File: config.mk
export PLATFORM = sky130hd
export DESIGN_NAME = sequenciador_exibicao
export DESIGN_NICKNAME = d
export VERILOG_FILES = /design/src/rtl/sequenciador_exibicao.sv
export SDC_FILE = /design/constraint.sdc
export NUM_CORES = 1
export LEC_CHECK = 0
export ABC_AREA = 1
export CORE_MARGIN = 2
export CORE_UTILIZATION = 59
export DETAILED_ROUTE_END_ITERATION = 8
export PLACE_DENSITY = 0.93
export SLEW_MARGIN = 40
export SYNTH_ARGS = -nofsm -noshare
export SYNTH_HDL_FRONTEND = slang
export SYNTH_SLANG_ARGS = --single-unit
File: constraint.sdc
create_clock -name clock -period 4.59 [get_ports clock]
set_clock_uncertainty 0.15 [all_clocks]
set_input_delay 0.918 -clock clock [delete_from_list [all_inputs] [get_ports clock]]
set_output_delay 0.918 -clock clock [all_outputs]
set_load 0.05 [all_outputs]
File: src/rtl/sequenciador_exibicao.sv
`default_nettype none
// sequenciador_exibicao: plays back the stored colour sequence, from RAM address 0
// up to the latched round, lighting each colour for a difficulty-dependent time followed by a dark gap.
module sequenciador_exibicao #(
  parameter int T_ACESO_FACIL   = 1000,
  parameter int T_ACESO_DIFICIL = 500,
  parameter int T_APAGADO       = 250,
  parameter int W_TEMPO         = 16
) (
  input  logic       clock,
  input  logic       reset,
  input  logic       iniciar_exibicao,
  input  logic       cancela,
  input  logic [3:0] rodada,
  input  logic       dificil,
  input  logic [3:0] dado_ram,
  output logic [3:0] endereco,
  output logic [3:0] leds,
  output logic       exibindo,
  output logic       fim_exibicao,
  output logic [2:0] db_estado
);

  localparam logic [2:0] OCIOSO  = 3'd0;
  localparam logic [2:0] CARREGA = 3'd1;
  localparam logic [2:0] ACESO   = 3'd2;
  localparam logic [2:0] APAGADO = 3'd3;
  localparam logic [2:0] FIM     = 3'd4;

  localparam logic [W_TEMPO-1:0] ULT_FACIL   = W_TEMPO'(T_ACESO_FACIL - 1);
  localparam logic [W_TEMPO-1:0] ULT_DIFICIL = W_TEMPO'(T_ACESO_DIFICIL - 1);
  localparam logic [W_TEMPO-1:0] ULT_APAGADO = W_TEMPO'(T_APAGADO - 1);

  logic [2:0]         estado;
  logic [W_TEMPO-1:0] timer;
  logic [3:0]         r_cor;
  logic [3:0]         r_lim;
  logic               r_dif;
  logic               fim_aceso;
  logic               fim_apagado;

  assign fim_aceso   = (timer == (r_dif ? ULT_DIFICIL : ULT_FACIL));
  assign fim_apagado = (timer == ULT_APAGADO);

  always_ff @(posedge clock or posedge reset) begin
    if (reset) begin
      estado   <= OCIOSO;
      timer    <= '0;
      endereco <= 4'd0;
      leds     <= 4'd0;
      r_cor    <= 4'd0;
      r_lim    <= 4'd0;
      r_dif    <= 1'b0;
    end else if (cancela) begin
      estado   <= OCIOSO;
      timer    <= '0;
      endereco <= 4'd0;
      leds     <= 4'd0;
    end else begin
      case (estado)
        OCIOSO: begin
          endereco <= 4'd0;
          leds     <= 4'd0;
          if (iniciar_exibicao) begin
            r_lim  <= rodada;
            r_dif  <= dificil;
            timer  <= '0;
            estado <= CARREGA;
          end
        end
        CARREGA: begin
          // leds loads the same registered sample as r_cor so it is valid on the first ACESO cycle
          r_cor  <= dado_ram;
          leds   <= dado_ram;
          timer  <= '0;
          estado <= ACESO;
        end
        ACESO: begin
          if (fim_aceso) begin
            timer  <= '0;
            leds   <= 4'd0;
            estado <= APAGADO;
          end else begin
            timer <= timer + W_TEMPO'(1);
          end
        end
        APAGADO: begin
          if (fim_apagado) begin
            timer <= '0;
            if (endereco == r_lim) begin
              estado <= FIM;
            end else begin
              endereco <= endereco + 4'd1;
              estado   <= CARREGA;
            end
          end else begin
            timer <= timer + W_TEMPO'(1);
          end
        end
        FIM: begin
          endereco <= 4'd0;
          estado   <= OCIOSO;
        end
        default: begin
          estado   <= OCIOSO;
          timer    <= '0;
          endereco <= 4'd0;
          leds     <= 4'd0;
        end
      endcase
    end
  end

  assign exibindo     = (estado != OCIOSO);
  assign fim_exibicao = (estado == FIM);
  assign db_estado    = estado;

endmodule
`default_nettype wire

==> results of run 1 <==
layer usage:
| metal | track usage (%) | wire [um] | vias up |
|---|---|---|---|
| met5 | 0 | 0 | - |
| met4 | 11.4 | 112 | 0 |
| met3 | 6.13 | 340 | 14 |
| met2 | 44.7 | 2400 | 91 |
| met1 | 31.0 | 1960 | 937 |
| li1 | - | - | 1010 |
worst register-to-register path: cells and delay by family (launching register included):
kind | cells | cell delay, ns
compound gates | 3 | 0.90
flops | 1 | 0.48
buf+inv | 1 | 0.33
simple gates | 1 | 0.15
per-stage QoR:
step	cell area [sq um]	util [%]
4_1_cts	2410	72.3
3_3_place_gp	2350	70.6
3_5_place_dp	2350	70.6
2_1_floorplan	2050	-
6_report	2410	72.3
5_1_grt	2410	72.3
placed cells by master (no fill, tap or decap), types with 8 or more instances in the layout:
cell             synthesis  routed
nor2_1                  30      30
clkdlybuf4s50_1          0      25
nand2_1                 87      87
inv_1                   31      31
a21oi_1                 12      12
nor3_1                   8       8
nand4_1                 14      14
dfrtp_1                 32      32
nand3_1                 25      25
kinds of logic (layout without fill, tap and decap cells):
group / after synthesis / after routing / synth area share [%]
muxes: 4 / 4 / 2.20
and+or+nand+nor: 175 / 175 / 38.2
adders and majority gates: 3 / 3 / 1.83
DFF: 32 / 32 / 39.1
AOI/OAI and AO/OA: 29 / 29 / 8.62
xor gates and xnor gates: 8 / 8 / 3.42
buffers and inverters: 36 / 68 / 6.60
state kept, by name (all words and copies together) (netlist names):
name / count
db_estado: 3
endereco: 4
leds: 4
r_dif: 1
r_lim: 4
timer: 16
cell usage after synthesis (2+ instances only):
library cell / number / share of area [%]
nand3_1: 25 / 6.1
nor3_1: 8 / 2.0
o2111ai_1: 4 / 1.7
a21oi_1: 12 / 2.9
mux2_2: 4 / 2.2
o21ai_1: 2 / 0.49
dfrtp_1: 32 / 39
nand3_2: 2 / 0.98
clkbuf_1: 2 / 0.37
ha_1: 3 / 1.8
inv_1: 31 / 5.7
xor2_1: 7 / 3.0
o21ai_0: 7 / 1.7
nand4_1: 14 / 4.3
nand2_1: 87 / 16
inv_2: 3 / 0.55
nor2_2: 5 / 1.5
nor2_1: 30 / 5.5
power by group through the flow:
stage,logic (W),clock network [W],registers [W]
detailed placement,0.000345,0,0.000365
finish,0.000346,0.000169,0.000360
global placement,0.000335,0,0.000363
CTS,0.000346,0.000173,0.000359
global route,0.000376,0.000186,0.000364
floorplan,0.000197,0,0.000409
worst min-delay path by stage:
stage,startpoint,endpoint,slack (ns),cells past startpoint
2_1_floorplan,timer[15],timer[15],0.34,2
3_3_place_gp,leds[2],leds[2],0.31,2
3_5_place_dp,leds[1],leds[1],0.32,2
4_1_cts,leds[1],leds[1],0.34,2
5_1_grt,leds[2],leds[2],0.37,2
6_report,leds[3],leds[3],0.34,2
cell type report:
| type | count | area share (%) |
|---|---|---|
| multi-input cells | 219 | 46.0 |
| flip-flops and latches | 32 | 33.2 |
| repair buffers | 26 | 10.7 |
| inverters | 34 | 5.29 |
| clock buffers | 8 | 2.44 |
| well taps | 46 | 2.38 |
==> results.md, run 1 <==
* Initial drt markers at 160
* EDFF count, synth at 0
* PwrDens at ~360 mW/mm^2
* Final WS setup at 1.54 ns
* Root buf cell: clkbuf_4
* Fin. max-slew vios at 0
* Routability cong. at between 0.9 and 1
* Hold-fix buffers, CTS at 0
* Slew HR at a little under half
* Detailed Route WL at between 4000 and 5000 um
* Worst setup path class: register to primary output
* Overall Global Routing Usage at between 20% and 30%
* Comb pwr share at slightly below 40%
* DRT Pass-1 Iters at 5
* Number of buffers added on ports at 25
* Worst Path Buf+Inv at 2
* Largest net degree at the start of global routing at 33
* Mapped Area at 0.00205 sq mm
* Internal Power at between 0.0005 and 0.0006 W
* Antenna-violating nets left at 0
* DR vias at between 2000 and 2500
* Multi-input logic area at approximately 0.0011 sq mm
* N_diodes at 0
* Worst Hold Class: register to register
* Clock Tree Buf Depth at 2
* Worst Tran Pin Value at between 0.7 and 0.8 ns
* Crit Path Max Fanout at 6
* Clk network pwr share at between 15 and 20%
* Minimum clock period at between 3 and 4 ns
* Reg2reg start: db_estado[2]
* Setup crit end: fim_exibicao
* Vias/cell at roughly 5.6
* RSZ-0062 raised after global routing: no
* Critical-path top delay cell: clkdlybuf4s50_1
* First-pass GRT wire length at 8130 um
* TritonCTS Buffers at 5
* Area Growth Syn to Fin at 17.9%
* Initial antenna violation count at 0
* CP Capture Type: primary output
* WL per Instance at 13.2 um
* Setup slack, reg-to-reg at around 2.5 ns
* Cells after synthesis at roughly 290
* Clock transition at path regs at about 0.10 ns
* Post-Place Cells at 357
* R2R depth at 5
* I/O pin cnt at 26
* Core ar. at 0.00334 sq mm
* Fmax at 328 MHz
* Post-CTS setup buffer count at 0
* Sequential Power Share at about two fifths
* Most common flop cell mapped by yosys: dfrtp_1
* CTS tree: yes
* Switching power at about 0.00037 W
* Net count after synthesis at 303
* Synth cell types at 27
* Setup slack at placement at around 1.6 ns
* Reg2reg end: timer[6]
* Crit path cell chain: inv_1 -> nor3_1 -> clkdlybuf4s50_1
* Die Y at 62.9 um
* Leak Pwr at between 1 and 1.5 nW
* Max-Cap Viols at 0
* Fin Hold WS at about 0.34 ns
* Yosys reg bits at 32
* Sequential Area at around 800 sq um
* Horiz. Die Dim at ~63 um
* Worst path max stage delay at 0.85 ns
* Hpwl dp at 3610 um
* Critical path's top delay family: buffers and inverters
* GR Overflow Total at 0
* Startpoint type of the worst setup path: register
* Syn avg cell area at roughly 7.1 sq um
* Setup-failing EPs final at 0
* Synth async-reset ratio at 100%
* Final hold violation count at 0
* Sinks on Clock Net at 32
* Nets at approximately 330
* Crit path DAT at between 1.5 and 2 ns
* CP startpoint: db_estado[2]
* Die area at 0.00396 sq mm
* Layout cells sized above 1 at 8.46%
* Net Sw Frac at between 40% and 50%
* Worst skew pair latency at between 0.3 and 0.4 ns
* Worst EP required at 3.52 ns
* Row cnt at 21
* Initial core utilization at about three fifths
* DRC viols at 0
* Fill cells at 267
* Tot Pwr at 0.000875 W
* CP Depth at 3
* Warnings, synthesis at 0
* Register area share after synthesis at between 30 and 40%
* Post_cts resized at 0
* Htree depth at 2
* Outcome: finished, final reports clean
* Post-Route Setup TNS at 0 ns
* Finished Layout Cells at ~370
* Fin crit share at around 66%
* Max rail drop VDD at ~300 uV
* Vias in the first global route at 1900
Note: power is estimated with default switching activity, not from simulation.
==> run 2, diff against run 1 <==
Settings changed: CORE_UTILIZATION 59 to 55, PLACE_DENSITY 0.93 to 0.88.
Clock period 4.59 ns to 2.95 ns, I/O delays scaled along.
==> results.md, run 2 (synthesized netlist as in run 1, its figures left out) <==
* Crit Path Max Fanout at 6
* Clock Tree Buf Depth at 2
* PwrDens at around 590 mW/mm^2
* Number of buffers added on ports at 25
* Setup slack, reg-to-reg at approximately 1.1 ns
* Core ar. at roughly 0.0036 sq mm
* Initial drt markers at between 150 and 200
* Vias in the first global route at 1914
* Register bank with the most flops: timer
* Crit path DAT at between 1.5 and 2 ns
* Die area at approximately 0.0042 sq mm
* Clock transition at path regs at 0.07 ns
* Crit path cell chain: inv_1 -> nor3_1 -> clkdlybuf4s50_1
* Startpoint type of the worst setup path: register
* Slew HR at 61.1%
* Most frequent cells in the layout: nand2_1, dfrtp_1, inv_1, nor2_1
* Post-layout util at 68.1%
* Layout cells sized above 1 at 8.75%
* DRT Pass-1 Iters at 5
* Worst EP required at between 2 and 2.5 ns
* Routability cong. at around 0.9
* Fin. max-slew vios at 0
* Post-CTS setup buffer count at 0
* Setup-failing EPs final at 0
* WL per Instance at between 10 and 15 um
* CTS tree: yes
* Initial antenna violation count at 0
* Worst Tran Pin Value at 0.581 ns
* Fmax at 373 MHz
* N_diodes at 0
* Detailed Route WL at around 4800 um
* Post-Route Setup TNS at 0 ns
* I/O pin cnt at 26
* Sinks on Clock Net at 32
* Root buf cell: clkbuf_8
* DR vias at between 2000 and 2500
* First-pass GRT wire length at ~8500 um
* Minimum clock period at about 2.7 ns
* Largest register FFs at 16
* Hold-fix buffers, CTS at 0
* CP Capture Type: primary output
* Worst setup path class: register to primary output
* Antenna-violating nets left at 0
* Critical-path top delay cell: clkdlybuf4s50_1
* Hpwl dp at roughly 3500 um
* Worst path max stage delay at 0.84 ns
* Commonest non-fill, non-tap cell in the layout: nand2_1
* Area Growth Syn to Fin at 19.9%
* Die Y at 65.0 um
* Max rail drop VDD at 430 uV
* Post_cts resized at 0
* Initial core utilization at a little under three fifths
* RSZ-0062 raised after global routing: no
* Final hold violation count at 0
* Fill cells at 301
* TritonCTS Buffers at 5
* Horiz. Die Dim at about 65 um
* Worst Hold Class: register to register
* Fin crit share at 90.8%
* Largest net degree at the start of global routing at 33
* GR Overflow Total at 0
* Outcome: finished, final reports clean
* Nets at 335
* Overall Global Routing Usage at between 20% and 30%
* DRC viols at 0
* Vias/cell at between 5 and 6
* Max-Cap Viols at 0
* Row cnt at 22
* Leak Pwr at between 1 and 1.5 nW
* Worst skew pair latency at ~0.30 ns
* Htree depth at 2
## run 2: changes by cell type in the layout (fill, tap and decap cells not counted), sizes merged
cell	change
buf	+1
## run 2: area by class of cell
| cell class | count | area (sq um) | area share [%] |
|---|---|---|---|
| Inverter | 34 | 128 | 5.20 |
| Sequential cell | 32 | 801 | 32.6 |
| Tap cell | 48 | 60.1 | 2.45 |
| Timing Repair Buffer | 27 | 265 | 10.8 |
| Multi-Input combinational cell | 219 | 1110 | 45.3 |
| Clock buffer | 8 | 90.1 | 3.67 |
## run 2: layer usage
| metal | track usage [%] | up-vias | wire length, um |
|---|---|---|---|
| met2 | 41.1 | 107 | 2210 |
| met5 | 0 | - | 0 |
| met4 | 8.51 | 0 | 117 |
| li1 | - | 1008 | - |
| met1 | 34.5 | 926 | 2060 |
| met3 | 7.12 | 18 | 407 |
## run 2: worst max-delay path: cells and delay by family (launching register included)
kind	cells	cell delay [ns]
buf+inv	2	0.93
simple gates	1	0.20
flops	1	0.51
## run 2: where the power goes
| group | leakage, nW | switching, W | internal [W] |
|---|---|---|---|
| sequential | 0.432 | 0.0000605 | 0.000498 |
| clock | 0.0455 | 0.000170 | 0.000190 |
| combinational | 0.685 | 0.000355 | 0.000180 |
| total | 1.16 | 0.000585 | 0.000869 |
## run 2: path summary, 6_finish.rpt
kind / from / end / depth (start not counted)
worst max-delay path: db_estado[2] / fim_exibicao / 3
worst min-delay path: leds[1] / leds[1] / 2
worst max register to register: db_estado[2] / timer[4] / 5
worst min register to register: leds[1] / leds[1] / 2
max in group asynchronous: reset / timer[11] / 3
min in group asynchronous: reset / timer[2] / 3
## run 2: stage by stage
step / hold slack, ns / setup slack (ns) / power [W] / std cells / instance area [sq um]
final: 0.319 / 0.271 / 0.00145 / 368 / 2450
after global routing: 0.338 / 0.189 / 0.00154 / 368 / 2450
after CTS: 0.325 / 0.263 / 0.00145 / 368 / 2450
after detailed placement: 0.309 / 0.436 / 0.00110 / 360 / 2360
after global placement: 0.303 / 0.504 / 0.00109 / 360 / 2360
after floorplan: 0.339 / 0.243 / 0.000943 / 287 / 2050
==> run 3, diff against run 2 <==
Settings changed: CORE_UTILIZATION 55 to 50, PLACE_DENSITY 0.88 to 0.82.
==> results.md, run 3 (synthesized netlist as in run 1, its figures left out) <==
* Die Y at between 60 and 70 um
* Crit path cell chain: inv_1 -> nor3_1 -> clkdlybuf4s50_1
* Post_cts resized at 0
* PwrDens at slightly above 600 mW/mm^2
* Fin. max-slew vios at 0
* Largest register FFs at 16
* Commonest non-fill, non-tap cell in the layout: nand2_1
* GR Overflow Total at 0
* WL per Instance at ~13 um
* WL met1 at roughly 2100 um
* Startpoint type of the worst setup path: register
* Clock transition at path regs at around 0.070 ns
* Core ar. at 0.00397 sq mm
* Root buf cell: clkbuf_8
* Detailed Route WL at 4980 um
* Critical path's top delay family: buffers and inverters
* TritonCTS Buffers at 5
* Max-Cap Viols at 0
* Outcome: finished, final reports clean
* Routability cong. at 0.948
* Antenna-violating nets left at 0
* Critical-path top delay cell: clkdlybuf4s50_1
* Reg2reg end: db_estado[0]
* Slew HR at between 60 and 70%
* First-pass GRT wire length at about 8300 um
* R2R depth at 7
* Post-Route Setup TNS at 0 ns
* Fin Hold WS at 0.327 ns
* Initial antenna violation count at 0
* Met3 wire len at between 300 and 400 um
* Worst EP required at about 2.2 ns
* RSZ-0062 raised after global routing: no
* Fill cells at around 380
* N_diodes at 0
* Worst Tran Pin Value at 0.505 ns
* WL met2 at approximately 2400 um
* CP Depth at 3
* Minimum clock period at around 2.7 ns
* Register bank with the most flops: timer
* DR vias at 2056
* Overall Global Routing Usage at between 20% and 30%
* Max rail drop VDD at approximately 440 uV
* CP Capture Type: primary output
* Vias in the first global route at roughly 1900
* CP startpoint: db_estado[2]
* Initial drt markers at 179
* Nets at 335
* DRT Pass-1 Iters at 5
* Hpwl dp at between 3000 and 4000 um
* Fin crit share at 90.5%
* Crit Path Max Fanout at 6
* Worst Path Buf+Inv at 2
* CTS tree: yes
* Initial core utilization at 51.5%
* Most frequent cells in the layout: nand2_1, dfrtp_1, inv_1, nor2_1
* Largest net degree at the start of global routing at 33
* Row cnt at 23
* Worst skew pair latency at 0.29 ns
* Setup slack at placement at slightly below 0.5 ns
* Area Growth Syn to Fin at 21.1%
* DRC viols at 0
* Horiz. Die Dim at roughly 68 um
* HP Start: leds[0]
* Fmax at roughly 370 MHz
* Hold-fix buffers, CTS at 0
* Hold path depth at 2
* Htree depth at 2
* Vias/cell at between 5 and 6
* Sinks on Clock Net at 32
* Worst path max stage delay at roughly 0.85 ns
* Worst setup path class: register to primary output
* Placed instance area at ~0.0024 sq mm
* Layout cells sized above 1 at 9.38%
* Clock Tree Buf Depth at 2
* Post-Layout Inst Area at 0.00248 sq mm
* Setup-failing EPs final at 0
* Setup crit end: fim_exibicao
* Worst Hold Class: register to register
* Final WS setup at 0.282 ns
* Setup slack, reg-to-reg at 1.11 ns
* Reg2reg start: timer[11]
* Die area at 0.00462 sq mm
* Number of buffers added on ports at 25
* Final hold violation count at 0
* Post-CTS setup buffer count at 0
* Top routing layer used: met4
* Leak Pwr at 1.17 nW
* I/O pin cnt at 26
* Crit path DAT at 1.93 ns
[run 3: cell types whose count changed in the layout (fill, tap and decap cells not counted), sizes merged]
cell	change
clkbuf	-3
bufinv	+1
clkinv	+1
clkinvlp	+1
[run 3: area by class of cell]
cell class	instances	area (sq um)	share of cell area (%)
Multi-Input combinational cell	219	1110	44.8
Sequential cell	32	801	32.3
Timing Repair Buffer	27	265	10.7
Inverter	34	128	5.15
Clock buffer	5	68.8	2.78
Tap cell	50	62.6	2.52
Clock inverter	3	42.5	1.72
[run 3: power breakdown]
| part | switching (W) | internal [W] |
|---|---|---|
| sequential | 0.0000632 | 0.000498 |
| clock | 0.000175 | 0.000250 |
| combinational | 0.000365 | 0.000180 |
| total | 0.000603 | 0.000929 |
[run 3: how the worst min path moves through the flow]
| stage | endpoint |
|---|---|
| 2_1_floorplan | timer[15] |
| 3_3_place_gp | leds[0] |
| 3_5_place_dp | leds[0] |
| 4_1_cts | leds[0] |
| 5_1_grt | leds[3] |
| 6_report | leds[0] |
[run 3: routing by layer]
metal  track usage [%]  up-vias
met2              40.3       77
met1              30.1      956
met4              9.00        0
met5                 0        -
met3              5.76        8
li1                  -     1015
[run 3: worst register-to-register path, delay by kind of cell, from the launching register on]
kind / cells / cell delay [ns]
flip-flops: 1 / 0.45
AND/OR/NAND/NOR: 6 / 0.92
AO/OA/AOI/OAI: 1 / 0.22
[run 3: through the flow]
stage | total power [W] | util (%) | instances
6_report | 0.00153 | 62.4 | 370
5_1_grt | 0.00161 | 62.4 | 370
4_1_cts | 0.00153 | 62.4 | 370
3_5_place_dp | 0.00111 | 59.6 | 362
2_1_floorplan | 0.000943 | - | 287
3_3_place_gp | 0.00109 | 59.6 | 362
